[src/rtl/fsub_pkg.sv]
// Shared definitions for the sequential single-precision subtractor.
// Field widths, state encoding and the alignment bundle.
package fsub_pkg;

   localparam int EXP_W = 8;
   localparam int MAN_W = 23;
   localparam int FP_W  = 1 + EXP_W + MAN_W;
   localparam int SIG_W = MAN_W + 1;

   localparam logic [EXP_W-1:0] BIAS = 8'd127;
   localparam logic [FP_W-1:0]  POS_ZERO = '0;

   typedef enum logic [2:0] {
      S_IDLE,
      S_ALIGN,
      S_SUB,
      S_NORM,
      S_DONE
   } state_t;

   typedef struct packed {
      logic             sign;
      logic [EXP_W-1:0] exp;
      logic [SIG_W-1:0] mx;
      logic [SIG_W-1:0] my;
      logic             eff_sub;
   } align_t;

   function automatic logic [SIG_W-1:0] sig_of(
      input logic [FP_W-1:0] f
   );
      return {1'b1, f[MAN_W-1:0]};
   endfunction

endpackage

[src/rtl/fsub_align.sv]
// Operand alignment: magnitude compare, swap so X >= Y,
// and right shift of Y's significand by the exponent gap.
module fsub_align
   import fsub_pkg::*;
(
   input  logic [FP_W-1:0] op_a,
   input  logic [FP_W-1:0] op_b,
   output align_t          al
);

   logic             a_ge;
   logic [FP_W-1:0]  x;
   logic [FP_W-1:0]  y;
   logic [EXP_W-1:0] diff;
   logic [SIG_W-1:0] my_full;

   always_comb begin
      // exponent sits above mantissa, so one compare orders both
      a_ge    = op_a[FP_W-2:0] >= op_b[FP_W-2:0];
      x       = a_ge ? op_a : op_b;
      y       = a_ge ? op_b : op_a;
      diff    = x[FP_W-2:MAN_W] - y[FP_W-2:MAN_W];
      my_full = sig_of(y);

      al.sign    = x[FP_W-1];
      al.exp     = x[FP_W-2:MAN_W];
      al.mx      = sig_of(x);
      al.my      = (diff >= 8'd24) ? '0 : (my_full >> diff);
      al.eff_sub = x[FP_W-1] ^ y[FP_W-1];
   end

endmodule

[src/rtl/fsub_seq.sv]
// Multi-cycle single-precision a - b with truncation.
// IDLE -> ALIGN -> SUB -> NORM (repeats per left shift) -> DONE.
module fsub_seq
   import fsub_pkg::*;
(
   input  logic            clk,
   input  logic            reset,
   input  logic            start,
   input  logic [FP_W-1:0] a,
   input  logic [FP_W-1:0] b,
   output logic            busy,
   output logic            done,
   output logic [FP_W-1:0] result
);

   state_t state;
   state_t state_n;

   logic [FP_W-1:0]  op_a;
   logic [FP_W-1:0]  op_b;
   logic             sign_r;
   logic [EXP_W-1:0] exp_r;
   logic [SIG_W-1:0] mx_r;
   logic [SIG_W-1:0] my_r;
   logic             sub_r;
   logic [SIG_W:0]   sum_r;
   logic             zero_r;
   align_t           al;

   fsub_align u_align (
      .op_a (op_a),
      .op_b (op_b),
      .al   (al)
   );

   always_ff @(posedge clk or negedge reset) begin
      if (!reset) state <= S_IDLE;
      else        state <= state_n;
   end

   always_comb begin
      state_n = state;
      unique case (state)
         S_IDLE:  if (start) state_n = S_ALIGN;
         S_ALIGN: state_n = S_SUB;
         S_SUB:   state_n = S_NORM;
         S_NORM: begin
            if (sum_r == '0 || sum_r[SIG_W] ||
                sum_r[SIG_W-1] || exp_r == 8'd1)
               state_n = S_DONE;
         end
         S_DONE:  state_n = S_IDLE;
         default: state_n = S_IDLE;
      endcase
   end

   always_comb begin
      busy = (state != S_IDLE);
   end

   always_ff @(posedge clk or negedge reset) begin
      if (!reset) begin
         op_a   <= '0;
         op_b   <= '0;
         sign_r <= 1'b0;
         exp_r  <= '0;
         mx_r   <= '0;
         my_r   <= '0;
         sub_r  <= 1'b0;
         sum_r  <= '0;
         zero_r <= 1'b0;
         done   <= 1'b0;
         result <= POS_ZERO;
      end else begin
         done <= 1'b0;
         unique case (state)
            S_IDLE: begin
               if (start) begin
                  op_a <= a;
                  op_b <= {~b[FP_W-1], b[FP_W-2:0]};
               end
            end
            S_ALIGN: begin
               sign_r <= al.sign;
               exp_r  <= al.exp;
               mx_r   <= al.mx;
               my_r   <= al.my;
               sub_r  <= al.eff_sub;
               zero_r <= 1'b0;
            end
            S_SUB: begin
               // X >= Y after the swap, so the difference stays positive
               if (sub_r) sum_r <= {1'b0, mx_r} - {1'b0, my_r};
               else       sum_r <= {1'b0, mx_r} + {1'b0, my_r};
            end
            S_NORM: begin
               if (sum_r == '0) begin
                  zero_r <= 1'b1;
               end else if (sum_r[SIG_W]) begin
                  sum_r <= {1'b0, sum_r[SIG_W:1]};
                  exp_r <= exp_r + 8'd1;
               end else if (sum_r[SIG_W-1]) begin
                  zero_r <= 1'b0;
               end else if (exp_r == 8'd1) begin
                  zero_r <= 1'b1;
               end else begin
                  sum_r <= {sum_r[SIG_W-1:0], 1'b0};
                  exp_r <= exp_r - 8'd1;
               end
            end
            S_DONE: begin
               done   <= 1'b1;
               zero_r <= 1'b0;
               if (zero_r) result <= POS_ZERO;
               else result <= {sign_r, exp_r, sum_r[MAN_W-1:0]};
            end
            default: done <= 1'b0;
         endcase
      end
   end

endmodule

[config.mk]
export PLATFORM = sky130hd
export DESIGN_NAME = fsub_seq
export DESIGN_NICKNAME = d
export VERILOG_FILES = /design/src/rtl/fsub_pkg.sv /design/src/rtl/fsub_align.sv /design/src/rtl/fsub_seq.sv
export SDC_FILE = /design/constraint.sdc
export NUM_CORES = 1
export LEC_CHECK = 0
export CAP_MARGIN = 20
export CORE_AREA = 2 2 113 225
export DETAILED_ROUTE_END_ITERATION = 16
export DIE_AREA = 0 0 115 227
export PLACE_DENSITY = 0.74
export SYNTH_ARGS = -nofsm -noshare
export SYNTH_HDL_FRONTEND = slang
export SYNTH_SLANG_ARGS = --single-unit
export TNS_END_PERCENT = 5
[constraint.sdc]
create_clock -name clk -period 8.1 [get_ports clk]
set_input_delay 1.62 -clock clk [delete_from_list [all_inputs] [get_ports clk]]
set_output_delay 1.62 -clock clk [all_outputs]
set_load 0.01 [all_outputs]
==> results summary, run 1 <==
The flow ran to the end, and the final reports show no timing, DRC or antenna violations. Setup slack on the critical path of the routed design comes to approximately 3.3 ns. The setup clock skew after layout came out at 0.00966 ns. The worst setup path is of the reg2reg kind. The number of buffers inserted during clock tree synthesis came out at 17.

The height of the die is between 200 and 250 um. Setup repair after global routing left no endpoint under its margin. The aggregate negative setup slack is 0 ns. The floorplan step defined a core boundary enclosing between 20000 and 25000 um2.

The post-synthesis register bit count is roughly 180. The violation count after the first detailed-routing iteration came out at around 640. The area share of the leading cell type in the synthesized netlist came out at 38.1%. The H-tree was split into 4 levels. Port buffering added 100 buffers. The measured slew at the worst slew-check pin came out at between 0.9 and 1 ns. The buffers inserted during post-CTS setup optimization came out at 0. The number of placement rows is between 80 and 90. Data on the critical path is required at its endpoint by roughly 8.5 ns. Summing all multi-input logic gate instances after layout gives about 7000 um2. The most frequently used cell type in the post-synthesis netlist is dfrtp_1.

Before antenna repair, the detailed router went through 6 iterations. The clock passes through at most 2 buffers. The hold violation total from the final report is 0. The placer's final routability congestion estimate came out at 0.937. The average instance area after synthesis is slightly above 9 um2. The synthesized instance count is around 1300.

The clock latency of the later-clocked register in the worst-skew pair is around 0.46 ns. The number of antenna violations at the first check in global routing is 0. The die is 115 um wide. Among all flip-flop cells after synthesis, the most frequent one is dfrtp_1. Yosys printed 0 warnings. Headroom to the max-slew limit came out at 38.7%. After synthesis, the cell types taking the most area are dfrtp_1 38%, ha_1 6.2%, o21ai_0 5.5%.

For this design, the sink count on the clock tree is 184. The share of the clock period used by the worst path came out at ~60%. The fraction of synthesis flops using an asynchronous set or reset pin is 100%.

Sequential cells were found to cover around two fifths of the synthesized design area. The number of maximum-capacitance violations is 0. The arrival time at the worst endpoint is about 5.1 ns. Hold is met by 0.474 ns. The highest attainable clock frequency is 0.210 GHz. The final period demand of the worst path came out at between 4 and 5 ns. The cell sitting at the root of the clock tree is a clkbuf_16. The initial core utilization is between 40% and 50%. Buffers inserted to repair hold after CTS numbered 0.

For this run, design rule violations remaining after detail routing come to 0. The average wire length per cell after detail routing is approximately 19 um. The via density per instance is between 5 and 6.

The total setup violations reported at the end of the flow came out at 0. Counting cells, the worst reg-to-reg path comes to 14. The diode insertion count for antenna repair is 0. The wire-length estimate of the detail-placed layout is between 20000 and 25000 um. The worst setup path is captured at a flop.

The number of nets handed over by synthesis was between 1000 and 1500. After clock tree synthesis, the repair step resized 0 gates. OpenSTA, run right after detailed placement, puts the worst setup slack at between 3 and 4 ns. The residual antenna-violating net count after detailed routing came out at 0. The total length of routed wires came out at 31300 um.

The number of different library cells used by synthesis comes to 72. The worst hold path belongs to the class reg2reg. The number of top-level design ports is between 100 and 150.

STA classifies the critical path startpoint as a flop. The area growth from synthesis to final layout came out at 14.9%. The filler cell count in the final layout came out at approximately 2200.

Across the whole layout, storage elements account for between 4000 and 5000 um2. Global routing finished with a remaining overflow of 0. The final max-slew violation count is 0. The worst reg-to-reg setup slack is between 3 and 4 ns. The clock input transition at the sequential cells of the worst setup and hold paths is roughly 0.070 ns. The global-route usage over all layers is between 20 and 30%. Of all cell types, the one taking the most synthesized area is dfrtp_1.

By count the netlist is led by 184 x dfrtp_1, 169 x nand2_1, 134 x o21ai_0, 106 x nor2_1, 80 x a21oi_1. TritonCTS built the clock tree. The floorplan die area is approximately 26000 um2.

The number of synthesized flops with an enable pin is 0. The via total after detailed routing came out at ~10000. The fraction of final layout cells sized beyond drive strength 1 came out at a little under a tenth. The layout net count is 1512.

In this run the worst path has a maximum fanout of 30. The number of stages on the worst hold path came out at 2. The first global-routing pass estimated 51100 um of wire.

The number of global-route vias before repair came out at 10096. The post-synthesis instance area is between 10000 and 15000 um2. The maximum number of pins on one net before global-route repair came out at about 110.
## cell usage in the layout, fill, tap and decap left out, types with 10 or more instances in the layout
| cell type | instances |
|---|---|
| a21oi_1 | 80 |
| a222oi_1 | 12 |
| a31oi_1 | 12 |
| a32o_1 | 10 |
| and2_1 | 10 |
| buf_4 | 16 |
| clkbuf_16 | 17 |
| clkdlybuf4s50_1 | 99 |
| dfrtp_1 | 184 |
| ha_1 | 60 |
| inv_1 | 54 |
| mux2_2 | 46 |
| mux2i_1 | 45 |
| mux4_2 | 25 |
| nand2_1 | 168 |
| nand2b_1 | 38 |
| nand3_1 | 18 |
| nor2_1 | 103 |
| nor2b_1 | 12 |
| nor3_1 | 24 |
| nor4_1 | 17 |
| o211ai_1 | 11 |
| o21ai_0 | 134 |
| xnor2_1 | 35 |
## logic make-up after synthesis
group	count (synthesis)	share of synthesized area (%)
buffers and inverters	134	4.42
XOR/XNOR	44	3.19
multiplexers	116	12.7
flip-flops	184	38.1
adder cells (fa/ha/maj)	61	6.38
AO/OA/AOI/OAI	356	18.7
AND/OR/NAND/NOR	433	16.6
## final timing paths
path                                        from               endpoint
hold reg to reg            result[9]$_DFFE_PN0P_  result[9]$_DFFE_PN0P_
setup reg to reg            op_b[23]$_DFFE_PN0P_    my_r[7]$_DFFE_PN0P_
min in group asynchronous                  reset   op_a[31]$_DFFE_PN0P_
setup / recovery            op_b[23]$_DFFE_PN0P_    my_r[7]$_DFFE_PN0P_
max in group asynchronous                  reset   my_r[14]$_DFFE_PN0P_
hold / removal             result[9]$_DFFE_PN0P_  result[9]$_DFFE_PN0P_
## final cells by class
| cell class | count | share of cell area (%) |
|---|---|---|
| multi-input cells | 1010 | 50.2 |
| flip-flops and latches | 184 | 33.2 |
| repair buffers | 117 | 8.30 |
| clock buffers | 21 | 3.39 |
| well taps | 290 | 2.61 |
| inverters | 54 | 1.46 |
| clock inverters | 10 | 0.865 |
## state kept, by name (all words and copies together) (netlist names)
name	count
op_a	32
op_b	32
result	32
sum_r	25
mx_r	24
my_r	24
exp_r	8
state	3
done	1
sign_r	1
sub_r	1
zero_r	1
## worst max-delay path: stages (launching register included)
cell and delay (ns):
dfrtp_1 0.39, inv_1 0.07, ha_1 0.28, buf_4 0.37
nand4_1 0.25, nor4_1 0.41, o21a_1 0.31, nor2_4 0.04
nor2_1 0.11, nor2_1 0.07, ha_1 0.86, buf_4 0.33
mux4_2 0.53, mux2_2 0.28, a221o_1 0.34
## metal layers
layer  part of all wire, %  vias up  track usage (%)
li1                      -     4912                -
met3                   2.4       78             3.46
met5                     0        -                0
met1                    37     4830             26.4
met2                    56      213             47.6
met4                   4.7        0             13.1
## metrics by stage
stage | area (um2) | utilization, % | std cells
2_1_floorplan | 12100 | - | 1328
3_3_place_gp | 13300 | 54.5 | 1653
3_5_place_dp | 13300 | 54.5 | 1653
4_1_cts | 13900 | 56.9 | 1684
5_1_grt | 13900 | 57.1 | 1686
6_report | 13900 | 57.1 | 1686
Power of run 1 is left out: the tool's default activity adds up to more than one toggle a clock period on the data nets, which glitch-free logic cannot reach.
==> run 2, diff against run 1 <==
clock period = 4.7 ns   (was 8.1 ns; I/O delays follow)
==> results summary, run 2 (synthesized netlist as in run 1, its figures left out) <==
The wire length of the first global-routing pass is 52300 um (was 51100 um). The number of maximum-capacitance violations came to 0 (unchanged). The count of clock tree sinks came out at 184 (unchanged). The via density per instance came out at 6.03 (was 5.95). The count of unresolved DRC violations after routing is 0 (unchanged). The number of placement rows came out at 81 (unchanged). The area after detailed placement came to 13300 um2 (about the same). The floorplan die area came out at 26100 um2 (unchanged). The maximum number of pins on one net before global-route repair came out at 115 (was 113). The number of top-level design ports came out at 101 (unchanged). The capture point of the worst reg-to-reg path is my_r[7]$_DFFE_PN0P_ (unchanged). Status: finished clean (unchanged).

The depth of the worst register-to-register path is 13 (was 14). The height of the die came out at 227 um (unchanged). The clock input transition at the sequential cells of the worst setup and hold paths came out at 0.07 ns (about the same). The filler cell count in the final layout was 2159 (was 2208). The residual antenna-violating net count after detailed routing is 0 (unchanged).

The total length of routed wires is 32400 um (was 31300 um). The area growth from synthesis to final layout came to 15.7% (was 14.9%). RSZ-0062 raised after global routing: false (unchanged). The count of buffers inserted at the top-level ports is 100 (unchanged). The layout net count came out at 1519 (was 1512). The initial core utilization is 49.7% (unchanged). The type of element launching the critical path is a flop (unchanged). The average wire length per cell after detail routing is 19.1 um (was 18.6 um). The buffers inserted during post-CTS setup optimization is 0 (unchanged). The number of buffers inserted during clock tree synthesis is 17 (unchanged). The combined area of the multi-input logic cells is 6990 um2 (was 6970 um2). The final instance area is 14000 um2 (was 13900 um2). The clock latency of the later-clocked register in the worst-skew pair is 0.47 ns (was 0.46 ns).

The share of the clock period used by the worst path came out at 95.4% (was 58.8%). The number of global-route vias before repair was 10173 (was 10096). The via total after detailed routing is 10223 (was 10033). The deepest clock path buffer count came to 2 (unchanged). The worst setup slack before clock tree synthesis is 0.0674 ns (was 3.38 ns).

The nature of the critical path endpoint was a flop (unchanged). The highest attainable clock frequency came out at 0.223 GHz (was 0.210 GHz). The highest cell delay on the worst timing path came out at 0.51 ns (was 0.86 ns). The horizontal die dimension is 115 um (unchanged). The global-route usage over all layers is 25.9% (was 25.1%). Registers with the most flip-flops: op_a x32, op_b x32, result x32 (unchanged). The beginning of the worst register-to-register path is op_b[20]$_DFFE_PN0P_ (was op_b[23]$_DFFE_PN0P_). The arrival time at the worst endpoint came out at 4.84 ns (was 5.11 ns).

The endpoint required time on the critical path is 5.05 ns (was 8.45 ns). The placer's final routability congestion estimate came out at 0.966 (was 0.937). Commonest cells after routing, fill and taps aside: 184 x dfrtp_1, 168 x nand2_1, 134 x o21ai_0, 103 x nor2_1, 99 x clkdlybuf4s50_1 (unchanged).

The slowest cell on the critical path is a21boi_1 (was ha_1). The final max-slew violation count came out at 0 (unchanged). The setup clock skew after layout is 0.00873 ns (was 0.00966 ns). The total congestion overflow came out at 0 (unchanged).

The maximum net fanout on the critical path came out at 31 (was 30). The slack of the critical path came out at 0.215 ns (was 3.34 ns). The kind of critical path is reg2reg (unchanged). The hold violation total from the final report came out at 0 (unchanged). The diode insertion count for antenna repair came out at 0 (unchanged). The most common cell after layout, fill and taps aside is dfrtp_1 (unchanged). The tightest slew margin relative to the limit came to 36.8% (was 38.7%). The fraction of final layout cells sized beyond drive strength 1 came out at 10.1% (was 9.46%). The violation count after the first detailed-routing iteration is 621 (was 642).

The worst reg-to-reg setup slack came to 0.22 ns (was 3.34 ns). The placeable core area is 24300 um2 (unchanged). The first-pass iteration count of the detailed router came to 6 (unchanged).

The final period demand of the worst path came out at 4.48 ns (was 4.76 ns). The number of levels the H-tree was split into is 4 (unchanged). The measured slew at the worst slew-check pin is 0.948 ns (was 0.919 ns). Critical-path cell list: inv_1 > ha_1 > a21oi_1 > o21ai_0 > a2bb2oi_1 > and3_1 > nand2_2 > buf_4 > a21boi_1 > mux2i_1 > mux4_2 > mux2_2 > a221o_1 (was inv_1 > ha_1 > buf_4 > nand4_1 > nor4_1 > o21a_1 > nor2_4 > nor2_1 > nor2_1 > ha_1 > buf_4 > mux4_2 > mux2_2 > a221o_1). The CTS tree is built (unchanged).

The register area came out at 4600 um2 (unchanged). The HPWL reported at the end of detailed placement came out at 24700 um (was 24000 um). The number of antenna violations at the first check in global routing is 0 (unchanged).

The total setup violations reported at the end of the flow is 0 (unchanged). The path type of the worst min-delay path is in2async (was reg2reg). The minimum hold slack is 0.462 ns (was 0.474 ns). The root buffer cell is clkbuf_16 (unchanged).
## run 2: cell count changes in the layout (fill, tap and decap cells not counted), sizes merged
cell      previous run  this run
clkinv               5         4
inv                 55        57
buf                 17        25
clkinvlp             2         3
clkbuf              22        19
bufinv               2         3
## run 2: stage by stage
stage	cells	util, %	setup TNS (ns)
2_1_floorplan	1328	-	-0.0756
3_3_place_gp	1661	54.9	0
3_5_place_dp	1661	54.9	0
4_1_cts	1693	57.3	0
5_1_grt	1694	57.5	0
6_report	1694	57.5	0
## run 2: worst max-delay path by stage
stage / from / end / cells past startpoint
2_1_floorplan: op_a[26]$_DFFE_PN0P_ / my_r[7]$_DFFE_PN0P_ / 22
3_3_place_gp: my_r[3]$_DFFE_PN0P_ / sum_r[22]$_DFFE_PN0P_ / 15
3_5_place_dp: my_r[3]$_DFFE_PN0P_ / sum_r[22]$_DFFE_PN0P_ / 15
4_1_cts: my_r[3]$_DFFE_PN0P_ / sum_r[22]$_DFFE_PN0P_ / 15
5_1_grt: op_a[28]$_DFFE_PN0P_ / my_r[22]$_DFFE_PN0P_ / 16
6_report: op_b[20]$_DFFE_PN0P_ / my_r[7]$_DFFE_PN0P_ / 13
## run 2: layout make-up
cell class / instances / share of cell area, %
Sequential cell: 184 / 32.9
Inverter: 54 / 1.45
Timing Repair Buffer: 124 / 8.73
Tap cell: 290 / 2.60
Multi-Input combinational cell: 1010 / 50.0
Clock buffer: 19 / 3.10
Clock inverter: 13 / 1.21
## run 2: routing by layer
layer / track usage, % / wire [um]
met1: 26.7 / 11800
met4: 15.5 / 2040
met2: 47.8 / 17600
met5: 0 / 0
met3: 4.47 / 1030
## run 2: worst max-delay path: cells and delay by family, from the launching register on
kind / cells / cell delay (ns)
fa+ha+maj: 1 / 0.38
mux: 3 / 1.10
flops: 1 / 0.38
simple gates: 2 / 0.41
buf+inv: 2 / 0.36
compound gates: 5 / 1.72
## run 2: timing repair
item / 4_1_cts / 5_1_grt
hold endpoints to repair: 0 / 0
hold buffers: 0 / 0
setup endpoints to repair: 0 / 7
gates resized for setup: 0 / 5
Power of run 2 is left out for the same reason.
==> run 3, diff against run 2 <==
HOLD_SLACK_MARGIN = 0.06   (was unset)
==> results of run 3 <==
Final layout, timing and power as in run 2 (identical DEF).
Power of run 3 is left out for the same reason.
